## src/rtl/acc_cpu_pkg.sv

```systemverilog
// Shared definitions for the parametrised accumulator CPU: opcodes, FSM states
// and instruction-field positions expressed as functions of the address width.
package acc_cpu_pkg;

  localparam logic [2:0] OP_ADD = 3'b000;
  localparam logic [2:0] OP_SUB = 3'b001;
  localparam logic [2:0] OP_XOR = 3'b010;
  localparam logic [2:0] OP_DBL = 3'b011;
  localparam logic [2:0] OP_LDA = 3'b100;
  localparam logic [2:0] OP_STA = 3'b101;
  localparam logic [2:0] OP_CMA = 3'b110;
  localparam logic [2:0] OP_HLT = 3'b111;

  typedef enum logic [2:0] {
    S_IDLE,
    S_T0,
    S_T1,
    S_T2,
    S_T3,
    S_T4,
    S_HALT
  } state_t;

  // Instruction layout: {I, opcode[2:0], address[aw-1:0]}
  function automatic int instr_w(input int aw);
    return aw + 4;
  endfunction

  function automatic int ind_bit(input int aw);
    return aw + 3;
  endfunction

  function automatic int op_lsb(input int aw);
    return aw;
  endfunction

endpackage

```

## src/rtl/acc_cpu_mem.sv

```systemverilog
// Program/data memory: one write port (host or core, muxed by the caller) and
// two combinational read ports. Contents are deliberately not reset.
module acc_cpu_mem #(
  parameter int DATA_W = 8,
  parameter int ADDR_W = 4
) (
  input  logic              clk,
  input  logic              we,
  input  logic [ADDR_W-1:0] waddr,
  input  logic [DATA_W-1:0] wdata,
  input  logic [ADDR_W-1:0] raddr_a,
  output logic [DATA_W-1:0] rdata_a,
  input  logic [ADDR_W-1:0] raddr_b,
  output logic [DATA_W-1:0] rdata_b
);

  logic [DATA_W-1:0] mem [2**ADDR_W];

  always_ff @(posedge clk) begin
    if (we) begin
      mem[waddr] <= wdata;
    end
  end

  assign rdata_a = mem[raddr_a];
  assign rdata_b = mem[raddr_b];

endmodule

```

## src/rtl/acc_cpu_param.sv

```systemverilog
// Parametrised accumulator CPU: five-cycle fetch/decode/indirect/execute FSM
// with host load, readback, start/halt control and Z/C flags.
module acc_cpu_param
  import acc_cpu_pkg::*;
#(
  parameter int DATA_W = 8,
  parameter int ADDR_W = 4
) (
  input  logic              clk,
  input  logic              rst_n,
  input  logic              start,
  input  logic [ADDR_W-1:0] start_pc,
  input  logic [DATA_W-1:0] start_ac,
  input  logic              load_en,
  input  logic [ADDR_W-1:0] load_addr,
  input  logic [DATA_W-1:0] load_data,
  input  logic [ADDR_W-1:0] rd_addr,
  output logic [DATA_W-1:0] rd_data,
  output logic [DATA_W-1:0] ac,
  output logic [ADDR_W-1:0] pc,
  output logic              flag_z,
  output logic              flag_c,
  output logic              busy,
  output logic              halted
);

  localparam int IW  = instr_w(ADDR_W);
  localparam int IB  = ind_bit(ADDR_W);
  localparam int OPL = op_lsb(ADDR_W);

  generate
    if (DATA_W < ADDR_W + 4) begin : g_bad_params
      $error("acc_cpu_param: DATA_W must be at least ADDR_W+4");
    end
  endgenerate

  state_t            state_reg, state_next;
  logic [DATA_W-1:0] ac_reg, ac_next;
  logic [ADDR_W-1:0] pc_reg;
  logic [ADDR_W-1:0] ar_reg;
  logic [IW-1:0]     ir_reg;
  logic              z_reg, z_next;
  logic              c_reg, c_next;
  logic              halted_reg;

  logic [DATA_W-1:0] mem_q;
  logic              core_we;
  logic [DATA_W-1:0] core_wdata;
  logic              exec_we;
  logic              host_phase;
  logic              host_wr;
  logic              mem_we;
  logic [ADDR_W-1:0] mem_waddr;
  logic [DATA_W-1:0] mem_wdata;
  logic [DATA_W:0]   sum;
  logic [DATA_W:0]   diff;

  logic [2:0]        ir_op;
  logic              ir_ind;
  logic [ADDR_W-1:0] ir_addr;

  assign ir_op   = ir_reg[OPL+2:OPL];
  assign ir_ind  = ir_reg[IB];
  assign ir_addr = ir_reg[ADDR_W-1:0];

  assign host_phase = (state_reg == S_IDLE) || (state_reg == S_HALT);
  assign host_wr    = host_phase && load_en;
  assign exec_we    = (state_reg == S_T4) && core_we;

  // Host and core writes are mutually exclusive by state, so a simple mux suffices.
  assign mem_we    = host_wr || exec_we;
  assign mem_waddr = exec_we ? ar_reg : load_addr;
  assign mem_wdata = exec_we ? core_wdata : load_data;

  acc_cpu_mem #(
    .DATA_W (DATA_W),
    .ADDR_W (ADDR_W)
  ) u_mem (
    .clk     (clk),
    .we      (mem_we),
    .waddr   (mem_waddr),
    .wdata   (mem_wdata),
    .raddr_a (ar_reg),
    .rdata_a (mem_q),
    .raddr_b (rd_addr),
    .rdata_b (rd_data)
  );

  // Execute-stage datapath; results are committed only in T4.
  assign sum  = {1'b0, ac_reg} + {1'b0, mem_q};
  assign diff = {1'b0, ac_reg} - {1'b0, mem_q};

  always_comb begin
    ac_next    = ac_reg;
    z_next     = z_reg;
    c_next     = c_reg;
    core_we    = 1'b0;
    core_wdata = mem_q;
    case (ir_op)
      OP_ADD: begin
        ac_next = sum[DATA_W-1:0];
        c_next  = sum[DATA_W];
        z_next  = (sum[DATA_W-1:0] == '0);
      end
      OP_SUB: begin
        ac_next = diff[DATA_W-1:0];
        c_next  = diff[DATA_W];
        z_next  = (diff[DATA_W-1:0] == '0);
      end
      OP_XOR: begin
        ac_next = ac_reg ^ mem_q;
        z_next  = ((ac_reg ^ mem_q) == '0);
      end
      OP_DBL: begin
        core_we    = 1'b1;
        core_wdata = mem_q + mem_q;
      end
      OP_LDA: begin
        ac_next = mem_q;
        z_next  = (mem_q == '0);
      end
      OP_STA: begin
        core_we    = 1'b1;
        core_wdata = ac_reg;
      end
      OP_CMA: begin
        core_we    = 1'b1;
        core_wdata = ~mem_q;
      end
      default: begin
      end
    endcase
  end

  always_comb begin
    state_next = state_reg;
    case (state_reg)
      S_IDLE, S_HALT: if (start) state_next = S_T0;
      S_T0:           state_next = S_T1;
      S_T1:           state_next = S_T2;
      S_T2:           state_next = S_T3;
      S_T3:           state_next = S_T4;
      S_T4:           state_next = (ir_op == OP_HLT) ? S_HALT : S_T0;
      default:        state_next = S_IDLE;
    endcase
  end

  always_ff @(posedge clk or negedge rst_n) begin
    if (!rst_n) begin
      state_reg  <= S_IDLE;
      ac_reg     <= '0;
      pc_reg     <= '0;
      ar_reg     <= '0;
      ir_reg     <= '0;
      z_reg      <= 1'b0;
      c_reg      <= 1'b0;
      halted_reg <= 1'b0;
    end else begin
      state_reg <= state_next;
      case (state_reg)
        S_IDLE, S_HALT: begin
          if (start) begin
            pc_reg     <= start_pc;
            ac_reg     <= start_ac;
            halted_reg <= 1'b0;
          end
        end
        S_T0: ar_reg <= pc_reg;
        S_T1: begin
          ir_reg <= mem_q[IW-1:0];
          pc_reg <= pc_reg + ADDR_W'(1);
        end
        S_T2: ar_reg <= ir_addr;
        // Single level of indirection: pointer taken from the low address bits.
        S_T3: if (ir_ind) ar_reg <= mem_q[ADDR_W-1:0];
        S_T4: begin
          ac_reg <= ac_next;
          z_reg  <= z_next;
          c_reg  <= c_next;
          if (ir_op == OP_HLT) halted_reg <= 1'b1;
        end
        default: begin
        end
      endcase
    end
  end

  assign ac     = ac_reg;
  assign pc     = pc_reg;
  assign flag_z = z_reg;
  assign flag_c = c_reg;
  assign busy   = !host_phase;
  assign halted = halted_reg;

endmodule

```

## config.mk

```make
export PLATFORM = sky130hd
export DESIGN_NAME = acc_cpu_param
export DESIGN_NICKNAME = d
export VERILOG_FILES = /design/src/rtl/acc_cpu_pkg.sv /design/src/rtl/acc_cpu_mem.sv /design/src/rtl/acc_cpu_param.sv
export SDC_FILE = /design/constraint.sdc
export NUM_CORES = 1
export LEC_CHECK = 0
export BUFFER_PORTS_ARGS = -buffer_cell sky130_fd_sc_hd__buf_2
export CELL_PAD_IN_SITES_DETAIL_PLACEMENT = 0
export CELL_PAD_IN_SITES_GLOBAL_PLACEMENT = 1
export CORE_ASPECT_RATIO = 1.75
export CORE_MARGIN = 10
export CORE_UTILIZATION = 51
export DETAILED_ROUTE_END_ITERATION = 6
export GPL_ROUTABILITY_DRIVEN = 0
export GPL_TIMING_DRIVEN = 0
export PLACE_DENSITY = 0.82
export REMOVE_ABC_BUFFERS = 1
export SETUP_SLACK_MARGIN = 0.15
export SLEW_MARGIN = 20
export SYNTH_ARGS = -nofsm -noshare
export SYNTH_HDL_FRONTEND = slang
export SYNTH_SLANG_ARGS = --single-unit
```

## constraint.sdc

```tcl
create_clock -name clk -period 4.4 [get_ports clk]
set_clock_uncertainty 0.2 [all_clocks]
set_input_delay 0.88 -clock clk [delete_from_list [all_inputs] [get_ports clk]]
set_output_delay 0.88 -clock clk [all_outputs]
set_load 0.005 [all_outputs]
```

; ---- Yosys cells after proc, flatten, opt, wreduce, memory -nomap -nowiden
; Memory sizes are Yosys's and may differ from the RTL's.
; Index checks and enable logic that the tools add are counted.
[totals]
register_bits = 30
ram_bits = 128
inputBits = 32
out_inout_bits = 24
elab_cells = 77
memories = 1
[mem_list]
columns = memory, depth, width, rd, rd_clocked_by_memory_dff, wr, line
row1 = u_mem.mem, 16, 8, 2, 0, 1, acc_cpu_mem.sv:17  ; logic [DATA_W-1:0] mem [2**ADDR_W];
[classes]
addsub = 4
eq_ne = 17
muxes = 21
bitwise_logic = 2
n_reduce_logical = 24
[op_table]
columns = operator, count
row1 = $logic_not 8->1, 4
row2 = $pmux 8 s4, 1
row3 = $pmux 8 s3, 1
row4 = $eq 3x3->1 const B, 7
row5 = $pmux 3 s6, 1
row6 = $mux 8, 2
row7 = $pmux 8 s2, 1
row8 = $eq 3x2->1 const B, 4
row9 = $mux 4, 3
row10 = $pmux 4 s3, 1
row11 = $add 8x8->9, 1
row12 = $sub 8x8->9, 1
row13 = $add 8x8->8, 1
row14 = $not 8->8, 1
row15 = $pmux 4 s2, 1
row16 = $reduce_and 2->1, 4
row17 = $xor 8x8->8, 1
row18 = $eq 3x1->1 const B, 2
row19 = $logic_not 3->1, 2
row20 = $mux 3, 2
row21 = $reduce_and 3->1, 2
row22 = $reduce_bool 2->1, 3
row23 = $mux 1, 5
row24 = $ne 5x1->1 const B, 1
row25 = 12 further kinds, 16

; ---- Longest topological paths before layout
[depth]
depth_word = 7
ltp_mapped = 15
mapped_depth_nobuf = 13

; ---- By module
; A second synthesis with hierarchy kept.
[unflattened]
cells_unflattened = 668
area_unflattened_um2 = 8997.4
[by_module_without_submodules]
columns = mod, instances, cells_per_inst, area_per_inst_um2, seq_area_each_um2
row1 = acc_cpu_mem, 1, 291, 6024.5, 3843.7
row2 = acc_cpu_param, 1, 377, 2972.9, 750.7

; ---- Worst setup path after synthesis
; Ideal clock, no wire load.
[synth_path]
path_type = register to register
start = reg ar_reg[1]
end = reg ac_reg[6] (netlist: ac[6])
setup_ns = 0.126
t_arrival_ns = 3.599
required_ns = 4.074
setup_slack_ns = 0.475
path_stages_with_launch = 16
path_buffers = 2
synth_period_minus_slack_ns = 3.925
path_cell_list = dfrtp_1 buf_6 clkbuf_1 mux4_2 a22o_1 nor2_2 inv_2 ha_1 fa_1 nor2b_1 o311ai_1 a21oi_1 nor2_1 xnor2_1 a21oi_1 a221o_1
[synth_via]
elab_chain_len = 4
word_cells_on_any_way = 6
cone_classes = add/sub (2) / mux (2) / bitwise (1) / memory (1)
[synth_lines]
columns = item, line
row1 = from (decl), acc_cpu_param.sv:40  ; logic [ADDR_W-1:0] ar_reg;
row2 = from (signal assigned), acc_cpu_param.sv:168  ; S_T0: ar_reg <= pc_reg;
row3 = from (signal assigned), acc_cpu_param.sv:173  ; S_T2: ar_reg <= ir_addr;
row4 = from (signal assigned), acc_cpu_param.sv:175  ; S_T3: if (ir_ind) ar_reg <= mem_q[ADDR_W-1:0];
row5 = $mem_v2 16x8 *, --
row6 = via mem_q[0], acc_cpu_param.sv:46  ; logic [DATA_W-1:0] mem_q;
row7 = $sub 8x8->9 / $add 8x8->9 (equally long branches), "acc_cpu_param.sv:91, acc_cpu_param.sv:90"
row8 = $pmux 8 s4 *, acc_cpu_param.sv:99  ; case (ir_op)
row9 = $pmux 8 s2 *, acc_cpu_param.sv:160  ; case (state_reg)
row10 = to (signal assigned), acc_cpu_param.sv:164  ; ac_reg <= start_ac;
row11 = to (signal assigned), acc_cpu_param.sv:177  ; ac_reg <= ac_next;
row12 = to (decl), acc_cpu_param.sv:38  ; logic [DATA_W-1:0] ac_reg, ac_next;
; The timed path passes the listed nets; every way through them passes the cells marked *.
; A chain may end at the register's enable or synchronous reset.

; ---- Final worst setup path
[layout_path]
start = reg ar_reg[0]
end = reg ac_reg[6] (netlist: ac[6])
; Same word-level chain as after synthesis.

==> impl_metrics.csv <==
group,metric,value,unit
status,status,"completed",
cts,cts_tree,"done",
final_layout,fin_area,9940,um2
setup_path,r2r_start,"ar_reg[0]",
hold_path,hold_depth,2,
die,die_w,120,um
cts,cts-buffers-inserted,17,
logic_synthesis,yosys.area_share.simple,0.0967,
setup_path,cp.arrival,4210,ps
sta,maxSlewViolCount,0,
die,die-area,23300,um2
logic_synthesis,synth_top_family_by_area,"multiplexers",
hold_path,hp-class,"reg2reg",
die,start_util,0.521,
final_layout,utilization,0.584,
setup_path,critical_path_required,4520,ps
setup_path,r2r_cells,13,
sta,fmax,244,MHz
drt,vias,6174,
hold_path,hold_end,"halted",
cts,clk_latency,430,ps
logic_synthesis,synth-adder-area-share,0.0341,
sta,worst_slew_pin_slew,1110,ps
sta,max_slew_margin,0.253,
sta,finalHoldViolCount,0,
global_route,antenna_found_initial,0,
cts,htree_levels,4,
setup_path,crit_path_frequent_cell,"a21oi_1",
final_layout,fin_cells,954,
sta,grt_setup_unrepaired,"false",
drt,drtIter0Drc,539,
drt,viasPerCell,6.47,
place,dpl_cell_area,9230,um2
setup_path,max_stage_delay,530,ps
setup_path,r2r_slack,300,ps
sta,timing.final.crit_period,4100,ps
logic_synthesis,yosys-top-cells-count,"128 x edfxtp_1, 69 x mux4_2, 57 x nor2_1",
cts,cts.sink_count,158,
drt,wirelength,24400,um
logic_synthesis,synth_compound_area_frac,0.121,
logic_synthesis,yosysWarnings,0,
final_layout,nNetsFinal,769,
final_layout,antenna_cells,0,
logic_synthesis,yosys-top-cells-area,"edfxtp_1 43%, mux4_2 18%, dfrtp_1 8.5%",
pwr,ir_drop,0.000416,V
logic_synthesis,synth_cells,673,
sta,setup_violations,0,
pwr,p_total,7670,uW
setup_path,worstPathCellList,"mux4_2, a22o_1, nor2_4, inv_2, ha_1, fa_2, nor2b_1, o311ai_4, a21oi_1, nor2_1, xnor2_1, a21oi_1, a221o_1",
global_route,grt_overflow,0,
setup_path,worst_setup_path_end_kind,"register",
logic_synthesis,ys_seq_elements,158,
die,io_pins,56,
global_route,grt_pass1_vias,6556,
final_layout,drive_above_1_share,0.259,
drt,wl_per_cell,25.6,um
setup_path,crit_fanout,8,
logic_synthesis,netlist.area_leader.share,0.433,
setup_path,slowest_stage,"dfrtp_4",
final_layout,fillers,1391,
die,fp.dieH,194,um
global_route,grt.total_usage,0.214,
pwr,leakage,0.00351,uW
logic_synthesis,ys_types,70,
place,dpl.hpwl,18000,um
cts,cts.hold.buffers_added,0,
drt,drc,0,
global_route,grt_max_degree,36,
hold_path,hold_start,"halted",
final_layout,largest_reg_flops,128,
pwr,p_per_area,771,nW/um2
logic_synthesis,synth_edf_count,128,
logic_synthesis,synthMuxAreaShare,0.185,
flow_run,max_cap_viol_count,0,
die,design.core.area,17000,um2
sta,min_period_over_period,0.931,
logic_synthesis,netlist_area,8870,um2
logic_synthesis,ys.flop_type,"edfxtp_1",
logic_synthesis,yosysMostFrequentCell,"edfxtp_1",
place,placedCellCount,913,
global_route,grt_pass1_wl,38200,um
cts,cts_root_buf,"clkbuf_16",
logic_synthesis,ys_async_sr_fraction,0.190,
setup_path,start_kind,"register",
logic_synthesis,synth-xor-area-share,0.00790,
die,rows,63,
final_layout,syn2layout_area_growth,12.1,%
logic_synthesis,synth_area_leader_cell,"edfxtp_1",
setup_path,path_class,"reg2reg",
logic_synthesis,seq_area_frac_synth,0.518,
drt,dr.pass1.iters,5,
setup_path,timing.rr.end,"ac[6]",
drt,ant_nets,0,
place,port_buffers,55,
cts,ctsLongestPathBuffers,2,
logic_synthesis,syn-mean-instance-area,13.2,um2
cts,clk_pin_slew,60,ps
==> metrics by stage <==
step / hold WS, ps / setup TNS [ps] / setup WS, ps
after global placement: 257 / -21690 / -1320
after floorplan: 250 / -532 / -337
after global routing: 307 / 0 / 149
final: 275 / 0 / 303
after CTS: 284 / 0 / 154
after detailed placement: 271 / -191 / -191
==> worst max-delay path, delay by kind of cell (launching register included) <==
family          cells  cell delay [ps]
mux                 1              520
simple gates        3              560
compound gates      5             1230
fa+ha+maj           2              640
flops               1              530
xor+xnor            1              180
buf+inv             1              110
==> kinds of logic after synthesis <==
group	count (synthesis)
compound gates	161
xor+xnor	8
fa+ha+maj	23
buf+inv	67
flops	158
mux	76
simple gates	180
==> cell usage in the layout (no fill, tap or decap), types with 7 or more instances in the layout <==
cell       instances
edfxtp_1         128
mux4_2            69
nor2_1            56
buf_2             54
nand2_1           51
o21ai_0           38
dfrtp_1           27
a21oi_1           26
ha_1              19
clkbuf_16         19
inv_1             18
nand3_1           16
a22oi_1           15
nor3_1            10
o21a_1            10
o21ai_1            9
buf_4              9
a22o_1             8
o22ai_1            8
clkbuf_1           7
==> where the power goes <==
part	switching [uW]	internal [uW]
Sequential	294	1820
Combinational	2490	1670
Clock	576	820
==> layer usage <==
layer | vias to the layer above | global-route usage | wire length [um]
met3 | 74 | 0.0386 | 1230
met5 | - | 0 | 0
met2 | 258 | 0.394 | 14000
met1 | 3114 | 0.221 | 8110
li1 | 2728 | - | -
met4 | 0 | 0.116 | 1120
==> timing repair <==
item	in CTS	in global routing
buffers inserted	7	0
cloned	1	0
setup endpoints to repair	5	6
pin swaps	2	1
gates resized for setup	4	10
==> final cells by class <==
class                      count  area (um2)  area share
clock inverter                 4        26.3     0.00264
multi-input combinational    448        4010       0.403
tap                          227         284      0.0286
timing repair buffer          66         410      0.0413
inverter                      23        86.3     0.00868
sequential                   158        4600       0.463
clock buffer                  28         529      0.0532
==> how the worst max path moves through the flow <==
stage / startpoint / end / slack, ps / cells past startpoint
5_1_grt: ar_reg[0] / ac[5] / 150 / 14
4_1_cts: ar_reg[0] / ac[6] / 150 / 13
3_5_place_dp: ar_reg[0] / ac[6] / -190 / 13
6_report: ar_reg[0] / ac[6] / 300 / 13
3_3_place_gp: ar_reg[0] / ac[6] / -1320 / 13
2_1_floorplan: ar_reg[0] / ac[6] / -340 / 13
Note: power is estimated with default switching activity, not from simulation.
